[src/rtl/step_pulse_shaper.sv]
// step_pulse_shaper
// Conditions the raw divided step clock from the angle-to-step generator into
// clean STEP/DIR/EN pins for an external stepper driver. Incoming step edges
// are synchronised, queued in a saturating pending counter and re-emitted as
// pulses with guaranteed high time, low time and DIR setup time. The absolute
// signed microstep position is tracked alongside.

module step_pulse_shaper #(
  parameter int SIZE           = 32,
  parameter int PULSE_HIGH_CYC = 25,
  parameter int PULSE_LOW_CYC  = 25,
  parameter int DIR_SETUP_CYC  = 5,
  parameter int PEND_W         = 8
) (
  input  logic                   clk_i,
  input  logic                   rst_ni,
  input  logic                   enable_i,
  input  logic                   dir_i,
  input  logic                   step_i,
  input  logic                   clear_pos_i,
  output logic                   step_o,
  output logic                   dir_o,
  output logic                   en_no,
  output logic signed [SIZE-1:0] position_o,
  output logic [PEND_W-1:0]      pending_o,
  output logic                   overflow_o,
  output logic                   busy_o
);

  // The shared down-counter only ever holds (longest phase - 1).
  localparam int MAX_HL  = (PULSE_HIGH_CYC > PULSE_LOW_CYC) ? PULSE_HIGH_CYC : PULSE_LOW_CYC;
  localparam int MAX_CYC = (MAX_HL > DIR_SETUP_CYC) ? MAX_HL : DIR_SETUP_CYC;
  localparam int CNT_W   = (MAX_CYC > 1) ? $clog2(MAX_CYC) : 1;

  localparam logic [CNT_W-1:0] HIGH_LOAD  = CNT_W'(PULSE_HIGH_CYC - 1);
  localparam logic [CNT_W-1:0] LOW_LOAD   = CNT_W'(PULSE_LOW_CYC - 1);
  localparam logic [CNT_W-1:0] SETUP_LOAD = CNT_W'(DIR_SETUP_CYC - 1);
  localparam logic [CNT_W-1:0] CNT_ONE    = CNT_W'(1);

  typedef enum logic [1:0] {
    IDLE,
    DIR_SETUP,
    HIGH,
    LOW
  } state_t;

  state_t           state_q;
  state_t           state_d;
  logic [CNT_W-1:0] cnt_q;
  logic [CNT_W-1:0] cnt_d;
  logic             step_d;
  logic             dir_d;
  logic             launch;
  logic             pos_step;

  logic             sync_s1;
  logic             sync_s2;
  logic             sync_s3;
  logic             step_rise;
  logic             step_accept;
  logic             pend_full;
  logic             pend_nonzero;

  // Two-flop synchroniser for the asynchronous step clock plus a history flop for edge detection
  always_ff @(posedge clk_i) begin
    if (!rst_ni) begin
      sync_s1 <= 1'b0;
      sync_s2 <= 1'b0;
      sync_s3 <= 1'b0;
    end else begin
      sync_s1 <= step_i;
      sync_s2 <= sync_s1;
      sync_s3 <= sync_s2;
    end
  end

  assign step_rise    = sync_s2 & ~sync_s3;
  assign step_accept  = step_rise & enable_i;
  assign pend_full    = &pending_o;
  assign pend_nonzero = |pending_o;
  assign busy_o       = (state_q != IDLE);

  // Driver enable pin simply follows the upstream enable, inverted, one cycle late
  always_ff @(posedge clk_i) begin
    if (!rst_ni) begin
      en_no <= 1'b1;
    end else begin
      en_no <= ~enable_i;
    end
  end

  // Saturating queue of accepted-but-unemitted steps; a dropped edge at saturation is remembered until reset
  always_ff @(posedge clk_i) begin
    if (!rst_ni) begin
      pending_o  <= '0;
      overflow_o <= 1'b0;
    end else if (!enable_i) begin
      pending_o <= '0;
    end else if (step_accept && !launch) begin
      if (pend_full) begin
        overflow_o <= 1'b1;
      end else begin
        pending_o <= pending_o + PEND_W'(1);
      end
    end else if (launch && !step_accept) begin
      pending_o <= pending_o - PEND_W'(1);
    end
  end

  // Next-state logic: direction setup, pulse high and pulse low all share one down-counter
  always_comb begin
    state_d  = state_q;
    cnt_d    = cnt_q;
    step_d   = step_o;
    dir_d    = dir_o;
    launch   = 1'b0;
    pos_step = 1'b0;
    unique case (state_q)
      IDLE: begin
        if (enable_i && pend_nonzero) begin
          if (dir_i != dir_o) begin
            dir_d   = dir_i;
            cnt_d   = SETUP_LOAD;
            state_d = DIR_SETUP;
          end else begin
            launch  = 1'b1;
            step_d  = 1'b1;
            cnt_d   = HIGH_LOAD;
            state_d = HIGH;
          end
        end
      end
      DIR_SETUP: begin
        if (cnt_q == '0) begin
          if (enable_i && pend_nonzero) begin
            launch  = 1'b1;
            step_d  = 1'b1;
            cnt_d   = HIGH_LOAD;
            state_d = HIGH;
          end else begin
            state_d = IDLE;
          end
        end else begin
          cnt_d = cnt_q - CNT_ONE;
        end
      end
      HIGH: begin
        if (cnt_q == '0) begin
          step_d   = 1'b0;
          pos_step = 1'b1;
          cnt_d    = LOW_LOAD;
          state_d  = LOW;
        end else begin
          cnt_d = cnt_q - CNT_ONE;
        end
      end
      LOW: begin
        if (cnt_q == '0) begin
          state_d = IDLE;
        end else begin
          cnt_d = cnt_q - CNT_ONE;
        end
      end
      default: begin
        state_d = IDLE;
      end
    endcase
  end

  // State register with registered STEP/DIR pins; reset drops STEP immediately, even mid-pulse
  always_ff @(posedge clk_i) begin
    if (!rst_ni) begin
      state_q <= IDLE;
      cnt_q   <= '0;
      step_o  <= 1'b0;
      dir_o   <= 1'b0;
    end else begin
      state_q <= state_d;
      cnt_q   <= cnt_d;
      step_o  <= step_d;
      dir_o   <= dir_d;
    end
  end

  // Position moves one microstep as each pulse ends; an explicit clear wins over a coincident step
  always_ff @(posedge clk_i) begin
    if (!rst_ni) begin
      position_o <= '0;
    end else if (clear_pos_i) begin
      position_o <= '0;
    end else if (pos_step) begin
      if (dir_o) begin
        position_o <= position_o + SIZE'(1);
      end else begin
        position_o <= position_o - SIZE'(1);
      end
    end
  end

endmodule

[config.mk]
export PLATFORM = sky130hd
export DESIGN_NAME = step_pulse_shaper
export DESIGN_NICKNAME = d
export VERILOG_FILES = /design/src/rtl/step_pulse_shaper.sv
export SDC_FILE = /design/constraint.sdc
export NUM_CORES = 1
export LEC_CHECK = 0
export ABC_AREA = 1
export CORE_UTILIZATION = 40
export DETAILED_ROUTE_END_ITERATION = 6
export PLACE_DENSITY = 0.68
export SLEW_MARGIN = 20
export SYNTH_ARGS = -nofsm -noshare
export SYNTH_HDL_FRONTEND = slang
export SYNTH_SLANG_ARGS = --single-unit
[constraint.sdc]
create_clock -name clk_i -period 3.13 [get_ports clk_i]
set_clock_uncertainty 0.15 [all_clocks]
set_input_delay 0.4695 -clock clk_i [delete_from_list [all_inputs] [get_ports clk_i]]
set_output_delay 0.4695 -clock clk_i [all_outputs]
set_load 0.02 [all_outputs]
# Word level (Yosys, flattened, before mapping)
# Index checks and enable logic that the tools add are counted.
[op_classes] addsub=5 mul=0 div=0 n_lt_le_gt_ge=0 n_eq_ne=13 n_shift=0 mux=31 bitwise_logic=5 reduce_logical=20
[op_table] cell="32-bit by 2-bit adder with 32-bit output (second input constant)" n=1
[op_table] cell="32-bit 2-to-1 mux" n=1
[op_table] cell="32-bit by 2-bit subtractor with 32-bit output (second input constant)" n=1
[op_table] cell="5-bit 2-to-1 mux" n=6
[op_table] cell="8-bit 2-to-1 mux" n=3
[op_table] cell="5-bit one-hot mux with 4 select lines" n=1
[op_table] cell="2-bit inequality test (second input constant)" n=8
[op_table] cell="2-bit 2-to-1 mux" n=6
[op_table] cell="1-bit 2-to-1 mux" n=11
[op_table] cell="10-bit AND reduction" n=1
[op_table] cell="8-bit by 1-bit adder with 8-bit output (second input constant)" n=1
[op_table] cell="2-bit one-hot mux with 4 select lines" n=1
[op_table] cell="8-bit AND reduction" n=1
[op_table] cell="8-bit OR reduction" n=1
[op_table] cell="8-bit by 1-bit subtractor with 8-bit output (second input constant)" n=1
[op_table] cell="3-bit AND reduction" n=2
[op_table] cell="6-bit AND reduction" n=1
[op_table] cell="5-bit logical NOT" n=1
[op_table] cell="5-bit by 1-bit subtractor with 5-bit output (second input constant)" n=1
[op_table] cell="2-bit == test (second input constant)" n=2
[op_table] cell="2-bit AND reduction" n=2
[op_table] cell="4-bit AND reduction" n=1
[op_table] cell="2-bit nonzero test" n=2
[op_table] cell="1-bit logical AND" n=3
[op_table] cell="11 further kinds" n=15
[totals] regBits=54 latchBits=0 mem_bits_rw=0 mem_bits_ro=0 output_inout_bits=45 elab_cells=85 n_memories=0

# Depth between registers and ports, before layout
[logic_depth] depth_word=9 ltp_mapped=17 mapped_depth_nobuf=17

# Worst setup path after synthesis
# Ideal clock, no wire load.
[synth_timing] kind="register to register" startpoint="register dir_o" endpoint="register position_o[24]" setup_time_ns=0.109 t_arrival_ns=2.267 t_required_ns=2.871 setup_slack_ns=0.604 path_stages_with_launch=12 cell_sequence="dfxtp_1 inv_1 ha_1 nand2_1 nor2_1 inv_1 o21bai_1 nand2_1 nand4_1 nand3_1 nand2_1 inv_1"
[synth_via] elab_chain_len=1
[synth_lines] element="start: declaration" line="22" source="output logic dir_o,"
[synth_lines] element="start signal: assignment" line="181" source="dir_o <= dir_d;"
[synth_lines] element="32-bit 2-to-1 mux" line="192" source="if (dir_o) begin"
[synth_lines] element="end signal: assignment" line="193" source="position_o <= position_o + SIZE'(1);"
[synth_lines] element="end signal: assignment" line="195" source="position_o <= position_o - SIZE'(1);"
[synth_lines] element="end: declaration" line="24" source="output logic signed [SIZE-1:0] position_o,"
# Every way passes these cells.
# A chain may end at the register's enable or synchronous reset.

# Worst setup path after layout
[layout_timing] startpoint="input port dir_i" endpoint="register pending_o[7]"
[layout_via] elab_chain_len=8 word_cells_on_any_way=11
[layout_lines] element="start: declaration" line="18" source="input logic dir_i,"
[layout_lines] element="1-bit inequality test (*)" line="121" source="if (dir_i != dir_o) begin"
[layout_lines] element="1-bit 2-to-1 mux (*)" line="121"
[layout_lines] element="1-bit 2-to-1 mux (*)" line="120" source="if (enable_i && pend_nonzero) begin"
[layout_lines] element="1-bit one-hot mux with 2 select lines (*)" line="118" source="unique case (state_q)"
[layout_lines] element="1-bit logical NOT" line="99" source="end else if (step_accept && !launch) begin"
[layout_lines] element="1-bit logical AND" line="99"
[layout_lines] element="2-bit inequality test (no source line) / 2-bit nonzero test (equally long branches)"
[layout_lines] element="2-bit AND reduction (no source line)"
[layout_lines] element="end signal: assignment" line="103" source="pending_o <= pending_o + PEND_W'(1);"
[layout_lines] element="end signal: assignment" line="106" source="pending_o <= pending_o - PEND_W'(1);"
[layout_lines] element="end: declaration" line="25" source="output logic [PEND_W-1:0] pending_o,"
# Every way passes the cells marked *; elsewhere a longest branch is shown, timed or not.

==> impl_results.md <==
* Wire length per cell at 11.02 microns
* Biggest area consumer among synthesized cells: nand2_1
* Status: completed
* Max rail drop VDD at 0.4061 mV
* First-pass GRT wire length at 21.16 mm
* Initial antenna violation count at 0
* H-tree depth at 2
* Sw Ratio at 0.5365
* Row count at between 40 and 50
* Worst setup EP type: flop
* Worst Path Buf+Inv at 1
* Area of the multi-input gates at 3223 sq um
* Fmax at 363.3 MHz
* Post-synth top area share at 0.2169
* TritonCTS clock tree: done
* CTS resizes at 0
* Leakage at around 3.4 nW
* Post-route antenna net violation count at 0
* Setup Crit Path Kind: primary input to flop
* Post-Layout Cell Count at 1115
* CP most frequent cell: nand2_1
* FF-to-FF path depth at 17
* Clock transition at path regs at 70 ps
* Reg2Reg Setup Slack at between 400 and 500 ps
* Worst skew pair latency at 310 ps
* Placed insts at about 1100
* Mapped Nets at around 940
* Crit Path Max Fanout at 8
* Worst-path cell chain: clkdlybuf4s50_1 > xnor2_1 > nand2_1 > nand2_1 > nand3_2 > nand2_1 > ha_1 > a21oi_1 > nand2_1 > nand4_1 > nand2_1 > nand2_1 > nand2_1 > a21oi_1 > nor2_1
* Pwr Density at 954.4 nW/um^2
* Syn. warnings at 0
* Clk root buf: clkbuf_16
* Sw Pwr at 3.090 mW
* Max incr delay on CP at 480 ps
* Ys flop type: dfxtp_1
* CTS Buf Count at 5
* Antenna cells at 0
* Hold Buf Count CTS at 0
* Yosys reg bits at between 50 and 60
* RSZ-0062 raised after global routing: false
* Min cycle time layout at roughly 2800 ps
* Top cells by area, synth: nand2_1 22%, dfxtp_1 21%, inv_1 15%
* Setup WS pre-CTS at 41.66 ps
* Largest net degree at the start of global routing at 47
* Vias at 5147
* Number of port buffers at 50
* P_int at 2.669 mW
* Synth unique cells at 41
* Final Power at 5.759 mW
* Setup ws final at approximately 380 ps
* Overall die width at 115.9 microns
* DP HPWL at approximately 9.5 mm
* Vias per cell at about 4.6
* Grt total ovfl at 0
* Slowest-stage cell, CP: clkdlybuf4s50_1
* Clock power share at 0.131
* Max Cap Violations at 0
* Startpoint class of the critical path: primary input
* Drt first pass iters at 4
* Slew Limit Headroom at 0.5640
* Vias in the first global route at 4698
* Core Util, Final at 0.4782
* Setup tns final at 0 ps
* Core box area at 12620 sq um
* Final period util at 0.8795
* Sink Count at 54
* Comb pwr share at 0.713
* Sequential Power Share at 0.156
* Critical path arrival at 2810 ps
* Total routed wirelength at 12.29 mm
* Final Slew Violations at 0
* Worst Hold Path Cells at 2
* Filler instances at roughly 1300
* Initial drt markers at 216
* Die area at approximately 13000 sq um
* Worst EP required at 3180 ps
* Final setup violation count at 0
* DRC viols at 0
* Die Y at 115.9 microns
* Sequential area share after synthesis at 0.2082
* Post-synthesis cell count at ~890
* Slew of the pin with the lowest slew margin at 654.0 ps
* WP depth at 15
* Total GRT Usage at 0.1986
* Final #Nets at 993
* Layout cells sized above 1 at 0.03181
* IO Pins at 51
* Asr flop ratio synth at 0
* Reg area at 1081 sq um
* Post-synthesis to final-layout area growth at 16.24%
* Initial Util at 0.4114
* Mean Syn Cell Area at ~5.8 sq um
* Max Buffers Root-to-Sink at 2
* Hold Fails Final Rpt at 0
* GPL Wtd Cong at between 0.9 and 1
* Post-synth EDFFs at 0
* HP Class: flop to flop
* Mapped cell area at ~5200 sq um
* Crit path max-delay family: simple AND/OR/NAND/NOR gates
* Post-CTS setup repair buffer count at 0
## Yosys cell counts, types with 2 or more instances
| library cell | number |
|---|---|
| buf_2 | 2 |
| nand2_1 | 300 |
| o21ai_0 | 9 |
| o21bai_1 | 5 |
| fa_1 | 2 |
| a21oi_2 | 5 |
| buf_6 | 4 |
| nand3b_1 | 2 |
| inv_4 | 2 |
| clkbuf_1 | 3 |
| nor3_1 | 3 |
| xnor2_1 | 4 |
| nand3_1 | 55 |
| nor2_1 | 66 |
| a31oi_1 | 2 |
| buf_4 | 2 |
| xor2_1 | 20 |
| dfxtp_1 | 54 |
| or2_2 | 2 |
| ha_1 | 43 |
| o21ai_1 | 11 |
| a21oi_1 | 68 |
| nand4_1 | 7 |
| a21o_1 | 2 |
| inv_1 | 204 |
## layout make-up
class	count	area share
Clock buffer	6	0.02301
Clock inverter	2	0.009952
Inverter	208	0.1302
Multi-Input combinational cell	619	0.5341
Timing Repair Buffer	54	0.08791
Sequential cell	54	0.1791
Tap cell	172	0.03566
## tightest hold or removal path, cell delays in order, from the launching register on
cell	delay, ps
dfxtp_1	310
nand2_1	50
inv_1	30
## metal layers
layer | global-route usage | up-vias | wire length, microns
met1 | 0.2553 | 2227 | 6076
met2 | 0.3345 | 84 | 5504
li1 | - | 2822 | -
met4 | 0.05812 | 0 | 206
met3 | 0.04027 | 14 | 500
met5 | 0 | - | 0
## through the flow
stage / hold slack [ps] / cell area (sq um)
3_3_place_gp: 251.6 / 5836
3_5_place_dp: 265.9 / 5836
2_1_floorplan: 240.5 / 5191
6_report: 274.0 / 6035
5_1_grt: 304.7 / 6035
4_1_cts: 281.5 / 6035
## kinds of logic after synthesis
kind of cell,Yosys count,share of synthesized area
AO/OA/AOI/OAI,104,0.1094
buffers and inverters,220,0.1709
AND/OR/NAND/NOR,446,0.3596
XOR/XNOR,24,0.04049
adder cells (fa/ha/maj),45,0.1114
flip-flops,54,0.2082
## cell usage in the layout (no fill, tap or decap), types with 2 or more instances in the layout
cell type        synthesis  final
nand3_1                 55     55
clkdlybuf4s50_1          0     50
o21ai_1                 11     11
nand2_1                300    300
dfxtp_1                 54     54
inv_4                    2      2
ha_1                    43     43
a21o_1                   2      2
inv_1                  204    204
nand4_1                  7      7
xor2_1                  20     20
nand3b_1                 2      2
buf_4                    2      4
fa_1                     2      2
xnor2_1                  4      4
nor3_1                   3      3
a21oi_1                 68     68
bufinv_16                0      2
o21bai_1                 5      5
a21oi_2                  5      5
nor2_1                  66     66
clkbuf_16                0      5
a31oi_1                  2      2
o21ai_0                  9      9
or2_2                    2      2
## state kept, by name (all words and copies together) (netlist names)
register and flops:
cnt_q 5, sync_s3 1, overflow_o 1, sync_s1 1, pending_o 8, position_o 32
state_q 2, dir_o 1, en_no 1, sync_s2 1, step_o 1
## final timing paths
path	start	end
setup / recovery	dir_i	pending_o[7]
hold / removal	sync_s1	sync_s2
setup reg to reg	cnt_q[0]	pending_o[7]
hold reg to reg	sync_s1	sync_s2
## power by group through the flow
| stage | logic [mW] | clock network, mW | registers (mW) |
|---|---|---|---|
| 6_report | 4.11 | 0.753 | 0.898 |
| 5_1_grt | 4.77 | 0.805 | 0.917 |
| 3_5_place_dp | 4.08 | 0 | 0.914 |
| 3_3_place_gp | 4.04 | 0 | 0.915 |
| 4_1_cts | 4.10 | 0.785 | 0.900 |
| 2_1_floorplan | 3.11 | 0 | 0.993 |
(Power assumes the default switching activity.)
